[src/rtl/pkt_pkg.sv]
// Shared types and constants for the UDP transmit frame builder.
package pkt_pkg;

    typedef enum logic [2:0] {
        ST_IDLE,
        ST_CALC,
        ST_HDR,
        ST_PAY,
        ST_FLUSH,
        ST_DROP
    } state_e;

    localparam int unsigned HDR_BYTES      = 42;
    localparam logic [15:0] ETHERTYPE_IPV4 = 16'h0800;
    localparam logic [7:0]  IP_PROTO_UDP   = 8'h11;
    localparam logic [7:0]  IP_VER_IHL     = 8'h45;
    localparam logic [15:0] IP_FLAGS_DF    = 16'h4000;

    // ceil(len/8) without overflowing 16 bits near 0xFFFF
    function automatic logic [15:0] words_for_len(input logic [15:0] len);
        return {3'b000, len[15:3]} + {15'd0, |len[2:0]};
    endfunction

    function automatic logic [2:0] empty_for_len(input logic [15:0] len);
        logic [15:0] tot;
        tot = len + 16'(HDR_BYTES);
        return 3'(3'd0 - tot[2:0]);
    endfunction

endpackage

[src/rtl/udp_frame_builder_if.sv]
// Streaming bus bundle for udp_frame_builder: length/destination request,
// payload word input and frame beat output. master = the frame builder.
interface udp_frame_builder_if;
    logic [47:0] dst_mac;
    logic [31:0] dst_ip;
    logic [15:0] dst_port;
    logic [15:0] len_in;
    logic        len_valid;
    logic        len_ready;
    logic [63:0] pay_data;
    logic        pay_valid;
    logic        pay_ready;
    logic [63:0] data_out;
    logic        valid_out;
    logic        ready_out;
    logic        start_packet;
    logic        end_packet;
    logic [2:0]  empty;
    logic        drop;

    modport master (
        input  dst_mac, dst_ip, dst_port, len_in, len_valid, pay_data, pay_valid, ready_out,
        output len_ready, pay_ready, data_out, valid_out, start_packet, end_packet, empty, drop
    );

    modport slave (
        output dst_mac, dst_ip, dst_port, len_in, len_valid, pay_data, pay_valid, ready_out,
        input  len_ready, pay_ready, data_out, valid_out, start_packet, end_packet, empty, drop
    );
endinterface

[src/rtl/ipv4_hdr_csum.sv]
// Combinational IPv4 header checksum (ones-complement fold of ten words).
// Only built when UDP_FRAME_IP_CSUM_EN is defined; otherwise the checksum is zero.
`ifdef UDP_FRAME_IP_CSUM_EN
module ipv4_hdr_csum
    import pkt_pkg::*;
#(
    parameter logic [7:0] TTL = 8'd64
) (
    input  logic [15:0] total_len_i,
    input  logic [15:0] ip_id_i,
    input  logic [31:0] src_ip_i,
    input  logic [31:0] dst_ip_i,
    output logic [15:0] csum_o
);
    logic [31:0] sum;
    logic [16:0] fold1;
    logic [15:0] fold2;

    always_comb begin
        sum = 32'({IP_VER_IHL, 8'h00}) + 32'(total_len_i) + 32'(ip_id_i)
            + 32'(IP_FLAGS_DF) + 32'({TTL, IP_PROTO_UDP})
            + 32'(src_ip_i[31:16]) + 32'(src_ip_i[15:0])
            + 32'(dst_ip_i[31:16]) + 32'(dst_ip_i[15:0]);
        // sum < 2^20, so two end-around folds always settle
        fold1  = 17'(sum[31:16]) + 17'(sum[15:0]);
        fold2  = fold1[15:0] + 16'(fold1[16]);
        csum_o = ~fold2;
    end
endmodule
`endif

[src/rtl/udp_frame_builder.sv]
// Builds Ethernet II / IPv4 / UDP frames as 64-bit beats from a length request
// and a payload word stream. Optional header checksum: UDP_FRAME_IP_CSUM_EN.
module udp_frame_builder
    import pkt_pkg::*;
#(
    parameter logic [47:0] SRC_MAC     = 48'h0002_0304_0506,
    parameter logic [31:0] SRC_IP      = 32'hC0A8_0001,
    parameter logic [15:0] SRC_PORT    = 16'd5000,
    parameter logic [7:0]  TTL         = 8'd64,
    parameter int unsigned MAX_PAYLOAD = 1472
) (
    input logic                 clk,
    input logic                 reset,
    udp_frame_builder_if.master bus
);
    state_e      state_q, state_d;
    logic [15:0] len_q, len_d;
    logic [47:0] dmac_q, dmac_d;
    logic [31:0] dip_q, dip_d;
    logic [15:0] dport_q, dport_d;
    logic [15:0] ip_id_q, ip_id_d;
    logic [15:0] csum_q, csum_d;
    logic [2:0]  hidx_q, hidx_d;
    logic [15:0] wcnt_q, wcnt_d;
    logic [15:0] res_q, res_d;
    logic [63:0] dout_q, dout_d;
    logic        vout_q, vout_d;
    logic        sop_q, sop_d;
    logic        eop_q, eop_d;
    logic [2:0]  empty_q, empty_d;
    logic        drop_q, drop_d;

    logic        pay_ready_c;
    logic        can_load, xfer, last_word, flush_needed, last_pending;
    logic [15:0] n_words, total_len, udp_len, csum_calc;

    assign total_len = len_q + 16'd28;
    assign udp_len   = len_q + 16'd8;

`ifdef UDP_FRAME_IP_CSUM_EN
    ipv4_hdr_csum #(.TTL(TTL)) u_csum (
        .total_len_i (total_len),
        .ip_id_i     (ip_id_q),
        .src_ip_i    (SRC_IP),
        .dst_ip_i    (dip_q),
        .csum_o      (csum_calc)
    );
`else
    assign csum_calc = '0;
`endif

    always_comb begin
        state_d     = state_q;
        len_d       = len_q;
        dmac_d      = dmac_q;
        dip_d       = dip_q;
        dport_d     = dport_q;
        ip_id_d     = ip_id_q;
        csum_d      = csum_q;
        hidx_d      = hidx_q;
        wcnt_d      = wcnt_q;
        res_d       = res_q;
        dout_d      = dout_q;
        vout_d      = vout_q;
        sop_d       = sop_q;
        eop_d       = eop_q;
        empty_d     = empty_q;
        drop_d      = 1'b0;
        pay_ready_c = 1'b0;

        can_load     = !vout_q || bus.ready_out;
        xfer         = vout_q && bus.ready_out;
        n_words      = words_for_len(len_q);
        last_word    = (wcnt_q == n_words - 16'd1);
        flush_needed = (len_q != 16'd0) && ((len_q[2:0] == 3'd7) || (len_q[2:0] == 3'd0));
        last_pending = vout_q && eop_q;

        if (xfer) begin
            vout_d  = 1'b0;
            sop_d   = 1'b0;
            eop_d   = 1'b0;
            empty_d = '0;
        end

        unique case (state_q)
            ST_IDLE: begin
                if (bus.len_valid) begin
                    len_d   = bus.len_in;
                    dmac_d  = bus.dst_mac;
                    dip_d   = bus.dst_ip;
                    dport_d = bus.dst_port;
                    wcnt_d  = '0;
                    state_d = (bus.len_in > 16'(MAX_PAYLOAD)) ? ST_DROP : ST_CALC;
                end
            end
            ST_CALC: begin
                csum_d  = csum_calc;
                dout_d  = {dmac_q, SRC_MAC[47:32]};
                vout_d  = 1'b1;
                sop_d   = 1'b1;
                hidx_d  = 3'd1;
                state_d = ST_HDR;
            end
            ST_HDR: begin
                if (can_load) begin
                    vout_d = 1'b1;
                    unique case (hidx_q)
                        3'd1:    dout_d = {SRC_MAC[31:0], ETHERTYPE_IPV4, IP_VER_IHL, 8'h00};
                        3'd2:    dout_d = {total_len, ip_id_q, IP_FLAGS_DF, TTL, IP_PROTO_UDP};
                        3'd3:    dout_d = {csum_q, SRC_IP, dip_q[31:16]};
                        default: dout_d = {dip_q[15:0], SRC_PORT, dport_q, udp_len};
                    endcase
                    if (hidx_q == 3'd4) begin
                        res_d   = '0;
                        wcnt_d  = '0;
                        state_d = ST_PAY;
                    end else begin
                        hidx_d = hidx_q + 3'd1;
                    end
                end
            end
            ST_PAY: begin
                if (last_pending) begin
                    if (bus.ready_out) begin
                        ip_id_d = ip_id_q + 16'd1;
                        state_d = ST_IDLE;
                    end
                end else if (can_load) begin
                    if (len_q == 16'd0) begin
                        dout_d  = '0;
                        vout_d  = 1'b1;
                        eop_d   = 1'b1;
                        empty_d = empty_for_len(len_q);
                    end else begin
                        pay_ready_c = 1'b1;
                        // Each beat carries the previous word's tail and the new word's head
                        if (bus.pay_valid) begin
                            dout_d = {res_q, bus.pay_data[63:16]};
                            vout_d = 1'b1;
                            res_d  = bus.pay_data[15:0];
                            wcnt_d = wcnt_q + 16'd1;
                            if (last_word) begin
                                if (flush_needed) begin
                                    state_d = ST_FLUSH;
                                end else begin
                                    eop_d   = 1'b1;
                                    empty_d = empty_for_len(len_q);
                                end
                            end
                        end
                    end
                end
            end
            ST_FLUSH: begin
                if (last_pending) begin
                    if (bus.ready_out) begin
                        ip_id_d = ip_id_q + 16'd1;
                        state_d = ST_IDLE;
                    end
                end else if (can_load) begin
                    dout_d  = {res_q, 48'h0};
                    vout_d  = 1'b1;
                    eop_d   = 1'b1;
                    empty_d = empty_for_len(len_q);
                end
            end
            ST_DROP: begin
                pay_ready_c = 1'b1;
                if (bus.pay_valid) begin
                    wcnt_d = wcnt_q + 16'd1;
                    if (last_word) begin
                        drop_d  = 1'b1;
                        state_d = ST_IDLE;
                    end
                end
            end
            default: state_d = ST_IDLE;
        endcase
    end

    always_ff @(posedge clk or posedge reset) begin
        if (reset) begin
            state_q <= ST_IDLE;
            len_q   <= '0;
            dmac_q  <= '0;
            dip_q   <= '0;
            dport_q <= '0;
            ip_id_q <= '0;
            csum_q  <= '0;
            hidx_q  <= '0;
            wcnt_q  <= '0;
            res_q   <= '0;
            dout_q  <= '0;
            vout_q  <= 1'b0;
            sop_q   <= 1'b0;
            eop_q   <= 1'b0;
            empty_q <= '0;
            drop_q  <= 1'b0;
        end else begin
            state_q <= state_d;
            len_q   <= len_d;
            dmac_q  <= dmac_d;
            dip_q   <= dip_d;
            dport_q <= dport_d;
            ip_id_q <= ip_id_d;
            csum_q  <= csum_d;
            hidx_q  <= hidx_d;
            wcnt_q  <= wcnt_d;
            res_q   <= res_d;
            dout_q  <= dout_d;
            vout_q  <= vout_d;
            sop_q   <= sop_d;
            eop_q   <= eop_d;
            empty_q <= empty_d;
            drop_q  <= drop_d;
        end
    end

    assign bus.len_ready    = (state_q == ST_IDLE);
    assign bus.pay_ready    = pay_ready_c;
    assign bus.data_out     = dout_q;
    assign bus.valid_out    = vout_q;
    assign bus.start_packet = sop_q;
    assign bus.end_packet   = eop_q;
    assign bus.empty        = empty_q;
    assign bus.drop         = drop_q;

endmodule

[src/flat_wrapper.sv]
// flat-port wrapper written by rule: the top's interface ports become plain ports
module udp_frame_builder_flat import pkt_pkg::*;
#(
    parameter logic [47:0] SRC_MAC     = 48'h0002_0304_0506,
    parameter logic [31:0] SRC_IP      = 32'hC0A8_0001,
    parameter logic [15:0] SRC_PORT    = 16'd5000,
    parameter logic [7:0]  TTL         = 8'd64,
    parameter int unsigned MAX_PAYLOAD = 1472
)
  (clk, reset, bus_dst_mac, bus_dst_ip, bus_dst_port, bus_len_in, bus_len_valid, bus_pay_data, bus_pay_valid, bus_ready_out, bus_len_ready, bus_pay_ready, bus_data_out, bus_valid_out, bus_start_packet, bus_end_packet, bus_empty, bus_drop);
  udp_frame_builder_if bus_i ();
  input logic clk;
  input logic reset;
  input wire logic [$bits(bus_i.dst_mac)-1:0] bus_dst_mac;
  input wire logic [$bits(bus_i.dst_ip)-1:0] bus_dst_ip;
  input wire logic [$bits(bus_i.dst_port)-1:0] bus_dst_port;
  input wire logic [$bits(bus_i.len_in)-1:0] bus_len_in;
  input wire logic [$bits(bus_i.len_valid)-1:0] bus_len_valid;
  input wire logic [$bits(bus_i.pay_data)-1:0] bus_pay_data;
  input wire logic [$bits(bus_i.pay_valid)-1:0] bus_pay_valid;
  input wire logic [$bits(bus_i.ready_out)-1:0] bus_ready_out;
  output wire logic [$bits(bus_i.len_ready)-1:0] bus_len_ready;
  output wire logic [$bits(bus_i.pay_ready)-1:0] bus_pay_ready;
  output wire logic [$bits(bus_i.data_out)-1:0] bus_data_out;
  output wire logic [$bits(bus_i.valid_out)-1:0] bus_valid_out;
  output wire logic [$bits(bus_i.start_packet)-1:0] bus_start_packet;
  output wire logic [$bits(bus_i.end_packet)-1:0] bus_end_packet;
  output wire logic [$bits(bus_i.empty)-1:0] bus_empty;
  output wire logic [$bits(bus_i.drop)-1:0] bus_drop;
  assign bus_i.dst_mac = bus_dst_mac;
  assign bus_i.dst_ip = bus_dst_ip;
  assign bus_i.dst_port = bus_dst_port;
  assign bus_i.len_in = bus_len_in;
  assign bus_i.len_valid = bus_len_valid;
  assign bus_i.pay_data = bus_pay_data;
  assign bus_i.pay_valid = bus_pay_valid;
  assign bus_i.ready_out = bus_ready_out;
  assign bus_len_ready = bus_i.len_ready;
  assign bus_pay_ready = bus_i.pay_ready;
  assign bus_data_out = bus_i.data_out;
  assign bus_valid_out = bus_i.valid_out;
  assign bus_start_packet = bus_i.start_packet;
  assign bus_end_packet = bus_i.end_packet;
  assign bus_empty = bus_i.empty;
  assign bus_drop = bus_i.drop;
  udp_frame_builder #(.SRC_MAC(SRC_MAC), .SRC_IP(SRC_IP), .SRC_PORT(SRC_PORT), .TTL(TTL), .MAX_PAYLOAD(MAX_PAYLOAD)) u_core (.clk(clk), .reset(reset), .bus(bus_i));
endmodule
[config.mk]
export PLATFORM = sky130hd
export DESIGN_NAME = udp_frame_builder_flat
export DESIGN_NICKNAME = d
export VERILOG_FILES = /design/src/rtl/pkt_pkg.sv /design/src/rtl/udp_frame_builder_if.sv /design/src/rtl/ipv4_hdr_csum.sv /design/src/rtl/udp_frame_builder.sv /design/src/flat_wrapper.sv
export SDC_FILE = /design/constraint.sdc
export NUM_CORES = 1
export LEC_CHECK = 0
export ABC_CLOCK_PERIOD_IN_PS = 17750
export BUFFER_PORTS_ARGS = -buffer_cell sky130_fd_sc_hd__buf_2
export CORE_ASPECT_RATIO = 0.8
export CORE_MARGIN = 5
export CORE_UTILIZATION = 60
export CTS_CLUSTER_SIZE = 12
export DETAILED_ROUTE_END_ITERATION = 8
export PLACE_DENSITY_LB_ADDON = 0.12
export SYNTH_ARGS = -nofsm -noshare
export SYNTH_HDL_FRONTEND = slang
export SYNTH_SLANG_ARGS = --single-unit
[constraint.sdc]
create_clock -name clk -period 17.75 [get_ports clk]
set_input_delay 1.775 -clock clk [delete_from_list [all_inputs] [get_ports clk]]
set_output_delay 1.775 -clock clk [all_outputs]
set_load 0.02 [all_outputs]
==> out/qor.yml <==
critical_path:
  endpoint_kind: "output port"
  r2r-start: "u_core.len_q[0]$_DFFE_PP0P_"
  worstSetupPathType: "primary input to output port"
  crit_arrival_ns: 2.80
  cp-start-kind: "primary input"
  crit_start: "bus_ready_out"
  ff2ff_setup_slack_ns: 13.54
  ff2ff_path_depth: 16
  cp.required_ns: 15.97
  crit_end: "bus_pay_ready"
  path_max_fanout: 9
  reg2reg_to: "u_core.bus.empty[2]$_DFF_PP0_"
yosys:
  synth_top_family_by_area: "compound AO/OA/AOI/OAI gates"
  synthAdderAreaFrac_pct: 1.96
  yosys.area.top_type: "dfrtp_1"
  ys_async_sr_fraction_pct: 100
  syn_nets: 1379
  synth_compound_area_share_pct: 17.1
  synth_edf_count: 0
  synth_mux_area_share_pct: 10.2
  synth_simple_gate_area_share_pct: 13.2
  synthTopCellsByArea: "dfrtp_1, mux2_2, o21ai_0"
  synth_most_common_cell: "dfrtp_1"
  synth_cell_types: 68
  synth_top_flop_cell: "dfrtp_1"
  yosysSeqAreaShare_pct: 48.8
  synth_area_um2: 12200
  synth_top_area_share_pct: 48.8
  syn_avg_cell_area_um2: 10.3
  synth-seq-cells: 237
  yosys_warnings: 0
  synthCells: 1179
  synth_common_cells: "dfrtp_1, nand2_1, o21ai_0"
  synth_xor_area_share_pct: 5.70
sta:
  setup_slack_ns: 13.18
  fin_skew_ns: 0.0161
  max_slew_margin_pct: 20.5
  fin_crit_ns: 4.57
  worst_pin_slew_ns: 1.19
  final_max_slew_viol_count: 0
  finalSetupViolCount: 0
  finalCritPeriodShare_pct: 25.8
  max_freq_ghz: 0.219
  rsz0062_at_grt: "no"
  tns_ns: 0
  hold_violations: 0
pwr:
  ir_drop_v: 0.000118
  finalPower_mw: 2.75
  leakage_nw: 6.54
  p_per_area_nw_per_um2: 191
route:
  num_vias: 10400
  viasPerCell: 6.21
  routedWlPerCell_um: 20.8
  totalWireLength_um: 34900
  firstDrtPassIters: 6
  drc: 0
  first_iter_violations: 1119
  ant_nets: 0
hold_path:
  min_from: "u_core.bus.data_out[11]$_DFFE_PP0P_"
  hp-class: "register to register"
clock_tree:
  clk_pin_slew_ns: 0.06
  clk_latency_ns: 0.53
  clock_sinks: 237
  cts-resized-gates: 0
  clock_path_buffers: 3
  cts_tree: "built"
  cts_buffers: 25
  cts_max_level: 1
  hold_buffers: 0
  post-cts-setup-buffer-count: 0
  clock_tree.root_cell: "clkbuf_16"
global_routing:
  grt.total_usage_pct: 29.5
  grt_pass1_wl_um: 55100
  grt_pass1_vias: 10100
  grt_max_degree: 101
  antenna_found_initial: 6
  grt-ovfl-total: 0
floorplanning:
  initial_utilization_pct: 61.2
  fp-row-count: 46
  dieWidth_um: 169
  die-area_um2: 23200
  core-area_um2: 19900
  ioPinCount: 254
  die_height_um: 137
run_status:
  status: "finished, final reports clean"
flow_run:
  maxCapViolations: 0
cells_and_area:
  nets: 1595
  area_growth_pct: 18.4
  drive_gt1_share_pct: 30.3
  fill_cells: 1529
placed_design:
  dp_slack_ns: 13.22
  globalplace.congestion: 0.905
  port_buffers: 253
  dpl.hpwl_um: 24800
## state kept, by name, indices dropped and copies added, names as in the netlist, 16 cells and up
register             flops
u_core.res_q            16
u_core.dip_q            32
u_core.bus.data_out     64
u_core.wcnt_q           16
u_core.ip_id_q          16
u_core.dport_q          16
u_core.dmac_q           48
u_core.len_q            16
## worst min-delay path by stage
stage                                                endpoint  slack, ns  depth (start not counted)
after global routing      u_core.bus.data_out[33]$_DFFE_PP0P_       0.50                          2
after CTS                 u_core.bus.data_out[13]$_DFFE_PP0P_       0.48                          2
after detailed placement  u_core.bus.data_out[11]$_DFFE_PP0P_       0.46                          2
after floorplan                u_core.ip_id_q[15]$_DFFE_PP0P_       0.45                          1
final                     u_core.bus.data_out[11]$_DFFE_PP0P_       0.47                          2
after global placement    u_core.bus.start_packet$_DFFE_PP0P_       0.45                          2
## cells in the final DEF (no fill, tap or decap), types with 24 or more instances in the layout
| master | synthesis | layout |
|---|---|---|
| a21oi_1 | 39 | 39 |
| a222oi_1 | 31 | 31 |
| buf_2 | 9 | 253 |
| clkbuf_16 | 0 | 25 |
| dfrtp_1 | 237 | 237 |
| mux2_2 | 108 | 108 |
| nand2_1 | 145 | 145 |
| nand3_1 | 33 | 33 |
| nor2_1 | 53 | 50 |
| o21ai_0 | 134 | 134 |
| xnor2_1 | 50 | 50 |
| xor2_1 | 24 | 24 |
## layer usage
metal	routed length (um)	part of all wire (%)	vias up	global-route usage [%]
met5	28	0.080	-	0
met4	1120	3.2	6	9.07
met3	3610	10	85	8.89
met2	15300	44	497	43.6
met1	14800	43	5063	42.2
li1	-	-	4761	-
## cell families (layout without fill, tap and decap cells)
logic type      Yosys count  in the layout
xor+xnor                 76             76
mux                     110            110
simple gates            334            334
other cells               0              6
buf+inv                  92            319
compound gates          311            311
flops                   237            237
fa+ha+maj                19             19
## power by group
part	switching (mW)	internal [mW]
logic	0.769	0.501
registers	0.193	0.766
clock network	0.210	0.317
total	1.17	1.58
## final cells by class
| cell class | count | area (um^2) | area share, % |
|---|---|---|---|
| Tap cell | 264 | 330 | 2.30 |
| Clock buffer | 33 | 696 | 4.83 |
| Timing Repair Buffer | 262 | 1330 | 9.27 |
| Multi-Input combinational cell | 850 | 5890 | 40.9 |
| Sequential cell | 237 | 5930 | 41.2 |
| Inverter | 19 | 78.8 | 0.548 |
| Clock inverter | 5 | 115 | 0.800 |
| Antenna cell | 6 | 15.0 | 0.104 |
## worst max-delay path, stage by stage
cell and delay (ns):
buf_2 0.18, nand2b_1 0.10, nand2_1 0.25, a31oi_1 0.16
nor2_1 0.14, buf_2 0.18
## metrics by stage
step | utilization (%) | area [um^2] | hold WS [ns] | cells
after floorplan | - | 12200 | 0.447 | 1179
after global placement | 68.3 | 13600 | 0.455 | 1632
after detailed placement | 68.3 | 13600 | 0.465 | 1632
after CTS | 72.4 | 14400 | 0.478 | 1670
after global routing | 72.4 | 14400 | 0.496 | 1673
final | 72.5 | 14400 | 0.472 | 1676
Note: power is estimated with default switching activity, not from simulation.
